File: src/rtl/bcd_scan_display.sv
// Binary (0..99) to two-digit BCD converter with a multiplexed 7-segment scan driver.
// Latency: done pulses 7 cycles after the edge that samples load. load is ignored while busy.
// Optional macro BCD_BLANK_LEADING_ZERO_EN blanks a zero tens digit on the display.
module bcd_scan_display #(
  parameter int REFRESH_W = 10
) (
  input  logic       clock,
  input  logic       reset,
  input  logic [6:0] value,
  input  logic       load,
  output logic       busy,
  output logic       done,
  output logic [3:0] bcd_tens,
  output logic [3:0] bcd_ones,
  output logic       overflow,
  output logic [6:0] seg,
  output logic [1:0] digit_en
);

  typedef enum logic [1:0] {IDLE, SHIFT, DONE} state_t;

  state_t               state;
  logic [6:0]           bin;
  logic [7:0]           scratch;
  logic [2:0]           shift_cnt;
  logic [7:0]           adj;
  logic [7:0]           scratch_nx;
  logic [6:0]           bin_nx;
  logic [REFRESH_W-1:0] scan_cnt;
  logic [3:0]           shown;

  // Double-dabble step: correct nibbles >= 5, then shift {scratch, bin} left by one.
  always_comb begin
    adj        = scratch;
    adj[3:0]   = (scratch[3:0] >= 4'd5) ? scratch[3:0] + 4'd3 : scratch[3:0];
    adj[7:4]   = (scratch[7:4] >= 4'd5) ? scratch[7:4] + 4'd3 : scratch[7:4];
    scratch_nx = {adj[6:0], bin[6]};
    bin_nx     = {bin[5:0], 1'b0};
  end

  // Conversion FSM with registered busy/done/result outputs.
  always_ff @(posedge clock or posedge reset) begin
    if (reset) begin
      state     <= IDLE;
      bin       <= '0;
      scratch   <= '0;
      shift_cnt <= '0;
      busy      <= 1'b0;
      done      <= 1'b0;
      overflow  <= 1'b0;
      bcd_tens  <= '0;
      bcd_ones  <= '0;
    end else begin
      done <= 1'b0;
      case (state)
        IDLE, DONE: begin
          if (load) begin
            // Out-of-range requests saturate to 99 and flag overflow.
            bin       <= (value > 7'd99) ? 7'd99 : value;
            overflow  <= (value > 7'd99);
            scratch   <= '0;
            shift_cnt <= '0;
            busy      <= 1'b1;
            state     <= SHIFT;
          end else begin
            state <= IDLE;
          end
        end
        SHIFT: begin
          scratch   <= scratch_nx;
          bin       <= bin_nx;
          shift_cnt <= shift_cnt + 3'd1;
          if (shift_cnt == 3'd6) begin
            bcd_tens <= scratch_nx[7:4];
            bcd_ones <= scratch_nx[3:0];
            done     <= 1'b1;
            busy     <= 1'b0;
            state    <= DONE;
          end
        end
        default: begin
          busy  <= 1'b0;
          state <= IDLE;
        end
      endcase
    end
  end

  // Free-running refresh counter; the active digit swaps each time it wraps.
  always_ff @(posedge clock or posedge reset) begin
    if (reset) begin
      scan_cnt <= '0;
      digit_en <= 2'b01;
    end else begin
      scan_cnt <= scan_cnt + 1'b1;
      if (&scan_cnt) digit_en <= {digit_en[0], digit_en[1]};
    end
  end

  // Segment decode of whichever digit is currently selected.
  always_comb begin
    shown = digit_en[1] ? bcd_tens : bcd_ones;
    case (shown)
      4'd0:    seg = 7'h3F;
      4'd1:    seg = 7'h06;
      4'd2:    seg = 7'h5B;
      4'd3:    seg = 7'h4F;
      4'd4:    seg = 7'h66;
      4'd5:    seg = 7'h6D;
      4'd6:    seg = 7'h7D;
      4'd7:    seg = 7'h07;
      4'd8:    seg = 7'h7F;
      4'd9:    seg = 7'h6F;
      default: seg = 7'h00;
    endcase
`ifdef BCD_BLANK_LEADING_ZERO_EN
    if (digit_en[1] && (bcd_tens == 4'd0)) seg = 7'h00;
`else
`endif
  end

endmodule

File: config.mk
export PLATFORM = sky130hd
export DESIGN_NAME = bcd_scan_display
export DESIGN_NICKNAME = d
export VERILOG_FILES = /design/src/rtl/bcd_scan_display.sv
export SDC_FILE = /design/constraint.sdc
export NUM_CORES = 1
export LEC_CHECK = 0
export ABC_AREA = 1
export ABC_CLOCK_PERIOD_IN_PS = 1900
export CAP_MARGIN = 15
export CORE_ASPECT_RATIO = 1.25
export CORE_UTILIZATION = 49
export CTS_CLUSTER_DIAMETER = 40
export CTS_CLUSTER_SIZE = 8
export DETAILED_ROUTE_END_ITERATION = 16
export PLACE_DENSITY = 0.86
export SLEW_MARGIN = 20
export SYNTH_ARGS = -nofsm -noshare
export SYNTH_HDL_FRONTEND = slang
export SYNTH_SLANG_ARGS = --single-unit
export TNS_END_PERCENT = 10
File: constraint.sdc
create_clock -name clock -period 1.9 [get_ports clock]
set_input_delay 0.38 -clock clock [delete_from_list [all_inputs] [get_ports clock]]
set_output_delay 0.38 -clock clock [all_outputs]
set_load 0.005 [all_outputs]
==> results of run 1 <==
==> how the worst max path moves through the flow <==
stage / start / endpoint / slack [ps] / depth (start not counted)
3_3_place_gp: digit_en[1]$_DFFE_PP0P_ / seg[6] / -220 / 11
6_report: digit_en[1]$_DFFE_PP0P_ / seg[6] / -230 / 12
5_1_grt: digit_en[1]$_DFFE_PP0P_ / seg[6] / -360 / 12
4_1_cts: digit_en[1]$_DFFE_PP0P_ / seg[6] / -220 / 12
3_5_place_dp: digit_en[1]$_DFFE_PP0P_ / seg[3] / -300 / 11
2_1_floorplan: digit_en[1]$_DFFE_PP0P_ / seg[5] / 60 / 10
==> metal layers <==
layer,track usage [%],vias up,wire (µm)
li1,-,982,-
met1,21.7,914,1800
met2,41.1,49,2390
met3,4.41,12,176
met4,9.30,0,107
met5,0,-,0
==> synthesized netlist by cell type <==
cell	instances	area, µm²
a21oi_1	2	10.0
buf_2	1	5.00
buf_4	1	7.51
dfrtp_1	42	1050
dfstp_2	1	26.3
ha_1	13	163
inv_1	31	116
inv_2	3	11.3
inv_4	1	6.26
nand2_1	117	439
nand2_2	3	18.8
nand3_1	23	115
nand3_2	1	10.0
nand4_1	9	56.3
nor2_1	8	30.0
nor2_2	1	6.26
nor3_1	1	5.00
nor3_4	1	16.3
o211ai_1	1	7.51
o21ai_0	9	45.0
o21ai_2	2	17.5
o22ai_1	2	12.5
or2_2	1	6.26
xnor2_1	3	26.3
xor2_1	3	26.3
==> sequential cells by signal (all words and copies together), names as in the netlist <==
signal     cells
bcd_ones       4
bcd_tens       4
bin            7
busy           1
digit_en       2
done           1
overflow       1
scan_cnt      10
scratch        8
shift_cnt      3
state          2
==> logic make-up (layout without fill, tap and decap cells) <==
kind of cell / after synthesis / after routing / synth area share [%]
compound gates: 16 / 16 / 4.14
buf+inv: 37 / 87 / 6.55
flops: 43 / 43 / 48.2
xor+xnor: 6 / 6 / 2.35
fa+ha+maj: 13 / 13 / 7.28
simple gates: 165 / 165 / 31.5
==> timing repair <==
item | in CTS | in global routing
cloned | 0 | 0
endpoints found under the setup margin | 7 | 7
setup buffers | 2 | 0
pin swaps | 6 | 2
resized for setup | 38 | 1
==> worst max-delay path: stages, from the launching register on <==
cell,delay (ps)
dfrtp_1,390
inv_2,50
or2_4,240
o21ai_4,80
inv_2,60
buf_6,120
ha_4,150
inv_2,40
nand2_2,50
nand2_1,70
nand2_1,50
nand2_1,50
buf_2,110
==> power by group through the flow <==
stage               sequential [mW]  clock, mW  combinational, mW
finish                         1.42      0.560               2.11
global route                   1.45      0.611               2.39
CTS                            1.41      0.576               2.10
detailed placement             1.43          0               2.09
global placement               1.41          0               2.01
floorplan                      1.40          0               1.25
==> area by class of cell <==
cell class	count	area (µm²)
Tap cell	58	72.6
Clock inverter	2	12.5
Inverter	35	134
Sequential cell	43	1080
Multi-Input combinational cell	200	1050
Timing Repair Buffer	44	395
Fill cell	381	1570
Clock buffer	6	72.6
==> results.md, run 1 <==
* Tot Pwr at 4.09 mW
* Fin cells at 388
* Die X at 62.4 µm
* Worst Hold Class: in2async
* Post-Syn Instances at 280
* Logic pwr share at 51.6%
* DR vias at 1957
* Ys Warns at 0
* Post-route cell area at 0.00282 mm²
* Max-cap violations at 0
* Placed cell areas at 0.00270 mm²
* Critical Path RT at 1520 ps
* Pwr/cell area at 1450 mW/mm²
* Initial DRC Count at 53
* Sw Ratio at 41.9%
* RD Place Congestion at 0.936
* Ant. Diodes at 0
* Initial core utilization at 50.9%
* Final wirelength at 4470 µm
* Peak Freq at 469 MHz
* Hold Violations, Final at 0
* Vias in the first global route at 1964
* Worst setup SP type: flip-flop
* FF+latch count, synth at 43
* Syn Area/Cell at 7.98 µm²
* Int Power at 2.38 mW
* CTS tree: yes
* Die H at 77.5 µm
* Antenna violations before repair at 0
* Core ar. at 0.00439 mm²
* Clk slew on worst S/H paths at 80 ps
* # IOs at 30
* TritonCTS buffer count at 5
* Seq pwr share at 34.7%
* Worst Setup End Kind: output pin
* Final Net Count at 352
* R2R cell count at 6
* Via-to-Cell Ratio at 5.04
* Pre-CTS setup slack at -302 ps
* FF-to-FF End: busy$_DFFE_PP0P_
* Worst Clk Skew at 7.01 ps
* Setup slack, reg-to-reg at 440 ps
* Count of pins over their slew limit at 0
* Fin Hold WS at 370 ps
* Worst r2r src: state[0]$_DFFE_PP0P_
* Seq/Total Area, Yosys at 48.2%
* Clock power frac at 13.7%
* Clk buf depth at 2
* Outcome: finished, violations left
* DRC at 0
* Core Rows at 27
* Unique cell type count in the Yosys netlist at 25
* First-pass GRT wire length at 8090 µm
* Drt first pass iters at 4
* Post-Syn Area at 0.00223 mm²
* Die footprint at 0.00484 mm²
* Skew-Pair Late Insertion Delay at 300 ps
* Share of cells above drive strength 1 at 15.8%
* Post-route setup TNS at -1120 ps
* Max rail drop VDD at 916 µV
* Commonest non-fill, non-tap cell in the layout: nand2_1
* Synthesized Nets at 303
* Fin util at 64.2%
* CTS Hold Bufs at 0
* Most frequent cells in the layout: nand2_1, dfrtp_1, inv_1, nand3_1, clkdlybuf4s50_1
* Critical Path Fanout Max at 3
* Sw Pwr at 1.71 mW
* Hpwl dp at 3250 µm
* RSZ-0062 raised after global routing: yes
* Final setup viols at 7
* Final worst slack at -232 ps
* DRT antenna net count at 0
* Worst-Margin Slew at 589 ps
* Largest net degree at the start of global routing at 26
* Max transition margin at 60.7%
* Critical path class: reg2out
* # H-tree levels at 2
* Critical Path AT at 1750 ps
* WL per Instance at 11.5 µm
* CTS root buf: clkbuf_8
* Final Cycle Share at 112%
* Gr ovfl total at 0
* Failing checks: negative setup slack
* Final min period at 2130 ps
* # placed instances at 378
* Input/output buffers at 29
* TritonCTS Sinks at 43
* Total GRT Usage at 21.3%
* Lkg Pwr at 1.47 nW
* Layout area overhead at 26.1%
No activity file was read; power rests on OpenSTA's default activity.
==> run 2, diff against run 1 <==
==> constraint.sdc (replaced) <==
create_clock -name clock -period 1.9 [get_ports clock]
set_input_delay 0.57 -clock clock [delete_from_list [all_inputs] [get_ports clock]]
set_output_delay 0.57 -clock clock [all_outputs]
set_load 0.005 [all_outputs]
==> run 2 against run 1 <==
The run still ends with negative setup slack left; maximum frequency is 7.2% lower; sequential power hardly changed; clock-buffer cell count is 2 higher; clock skew fell by 4.1 ps; critical path depth shrank 3; first-iteration DRC count up 51%; global-route usage is 0.73 points higher; utilization up 2.1 points; sequential share of layout area is 1.2 points lower; largest cell class unchanged.
==> results.md, run 2 (synthesis gave the netlist of run 1 again) <==
* Critical path class: reg2out
* Setup slack, reg-to-reg at 470 ps
* Fin Hold WS at 456 ps
* Die footprint at 0.00484 mm²
* RD Place Congestion at 0.861
* Via-to-Cell Ratio at 4.97
* Max transition margin at 69.4%
* Critical Path Fanout Max at 3
* RSZ-0062 raised after global routing: yes
* Core Rows at 27
* Core ar. at 0.00439 mm²
* Worst setup SP type: flip-flop
* Lkg Pwr at 1.55 nW
* Skew-Pair Late Insertion Delay at 290 ps
* Fin cells at 398
* Drt first pass iters at 4
* Commonest non-fill, non-tap cell in the layout: nand2_1
* Final min period at 2300 ps
* Most frequent cells in the layout: nand2_1, dfrtp_1, inv_1, nand3_1, buf_4
* Initial DRC Count at 80
* Biggest registers after layout: scan_cnt x10, scratch x8, bin x7
* TritonCTS buffer count at 5
* Clk buf depth at 2
* Share of cells above drive strength 1 at 19.4%
* Worst Hold Class: reg2reg
* Gr ovfl total at 0
* Final wirelength at 4760 µm
* Antenna violations before repair at 0
* # IOs at 30
* CTS root buf: clkbuf_8
* Max FFs per register at 10
* Worst r2r src: scratch[0]$_DFFE_PP0P_
* Critical Path RT at 1330 ps
* Worst-Margin Slew at 454 ps
* Hold Violations, Final at 0
* Total GRT Usage at 22.0%
* Count of pins over their slew limit at 0
* # placed instances at 384
* Hold Startpoint: scan_cnt[0]$_DFF_PP0_
* Final Cycle Share at 121%
* Layout area overhead at 30.2%
* Vias in the first global route at 2011
* Most flops, register: scan_cnt
* Max-cap violations at 0
* WL per Instance at 12.0 µm
* Worst Setup End Kind: output pin
* Die X at 62.4 µm
* Final setup viols at 7
* Final Net Count at 362
* WHS Path Cells at 1
* # H-tree levels at 2
* Input/output buffers at 29
* DR vias at 1979
* Die H at 77.5 µm
* TritonCTS Sinks at 43
* R2R cell count at 5
* Final worst slack at -397 ps
* Peak Freq at 435 MHz
* Pwr/cell area at 1470 mW/mm²
* Ant. Diodes at 0
* Clk slew on worst S/H paths at 80 ps
* FF-to-FF End: scratch[3]$_DFFE_PP0P_
* Hpwl dp at 3500 µm
* DRC at 0
* Tot Pwr at 4.27 mW
* Largest net degree at the start of global routing at 31
* Failing checks: negative setup slack
* Outcome: finished, violations left
* First-pass GRT wire length at 8370 µm
* Worst Clk Skew at 2.95 ps
* Initial core utilization at 50.9%
* Max rail drop VDD at 1040 µV
* DRT antenna net count at 0
* CTS tree: yes
* Worst Hold Endpoint: scan_cnt[0]$_DFF_PP0_
* Critical Path AT at 1730 ps
[run 2: metal layers]
layer	global-route usage [%]	vias to the layer above	part of all wire (%)
li1	-	999	-
met1	22.8	917	41
met2	41.3	48	53
met3	4.56	15	3.5
met4	11.2	0	2.9
met5	0	-	0
[run 2: worst max-delay path, cell delays in order, from the launching register on]
cell and delay, ps:
dfrtp_2 440, buf_4 150, nand2_2 50, nand2_2 70, inv_2 100, buf_4 140
ha_1 130, nand2_1 60, nand2_1 70, dlygate4sd2_1 230
[run 2: how the worst max path moves through the flow]
stage,start,to,slack (ps),cells after the start
after global placement,digit_en[1]$_DFFE_PP0P_,seg[6],-400,11
after CTS,digit_en[1]$_DFFE_PP0P_,seg[4],-370,9
after floorplan,digit_en[1]$_DFFE_PP0P_,seg[5],30,10
after detailed placement,digit_en[1]$_DFFE_PP0P_,seg[3],-460,11
after global routing,digit_en[1]$_DFFE_PP0P_,seg[4],-500,9
final,digit_en[1]$_DFFE_PP0P_,seg[4],-400,9
[run 2: repair_timing]
| item | 4_1_cts | 5_1_grt |
|---|---|---|
| endpoints found under the setup margin | 8 | 8 |
| resized for setup | 29 | 10 |
| endpoints found under the hold margin | 0 | 0 |
| setup buffers | 6 | 0 |
| hold buffers | 0 | 0 |
| pin swaps | 5 | 3 |
[run 2: metrics by stage]
step | setup WS, ps | util [%] | setup TNS (ps) | instance area (µm²)
2_1_floorplan | 27.1 | - | 0 | 2250
3_3_place_gp | -405 | 62.7 | -2600 | 2760
3_5_place_dp | -459 | 62.7 | -2870 | 2760
4_1_cts | -373 | 65.7 | -2420 | 2880
5_1_grt | -495 | 66.3 | -3250 | 2910
6_report | -397 | 66.3 | -2430 | 2910
[run 2: cell type report]
cell class                      count  area (µm²)
Timing Repair Buffer               54         468
Tap cell                           58        72.6
Sequential cell                    43        1080
Clock buffer                        8         100
Inverter                           35         134
Multi-Input combinational cell    200        1060
Fill cell                         370        1480
[run 2: power breakdown]
part           total (mW)  switching [mW]  internal, mW
clock network       0.628           0.296         0.332
logic                2.23            1.24         0.988
registers            1.42           0.205          1.21
total                4.27            1.74          2.53
==> run 3, diff against run 2 <==
TNS_END_PERCENT = 1   (was 10)
==> results of run 3 <==
The final DEF is identical to that of run 2; final timing and power are the same.
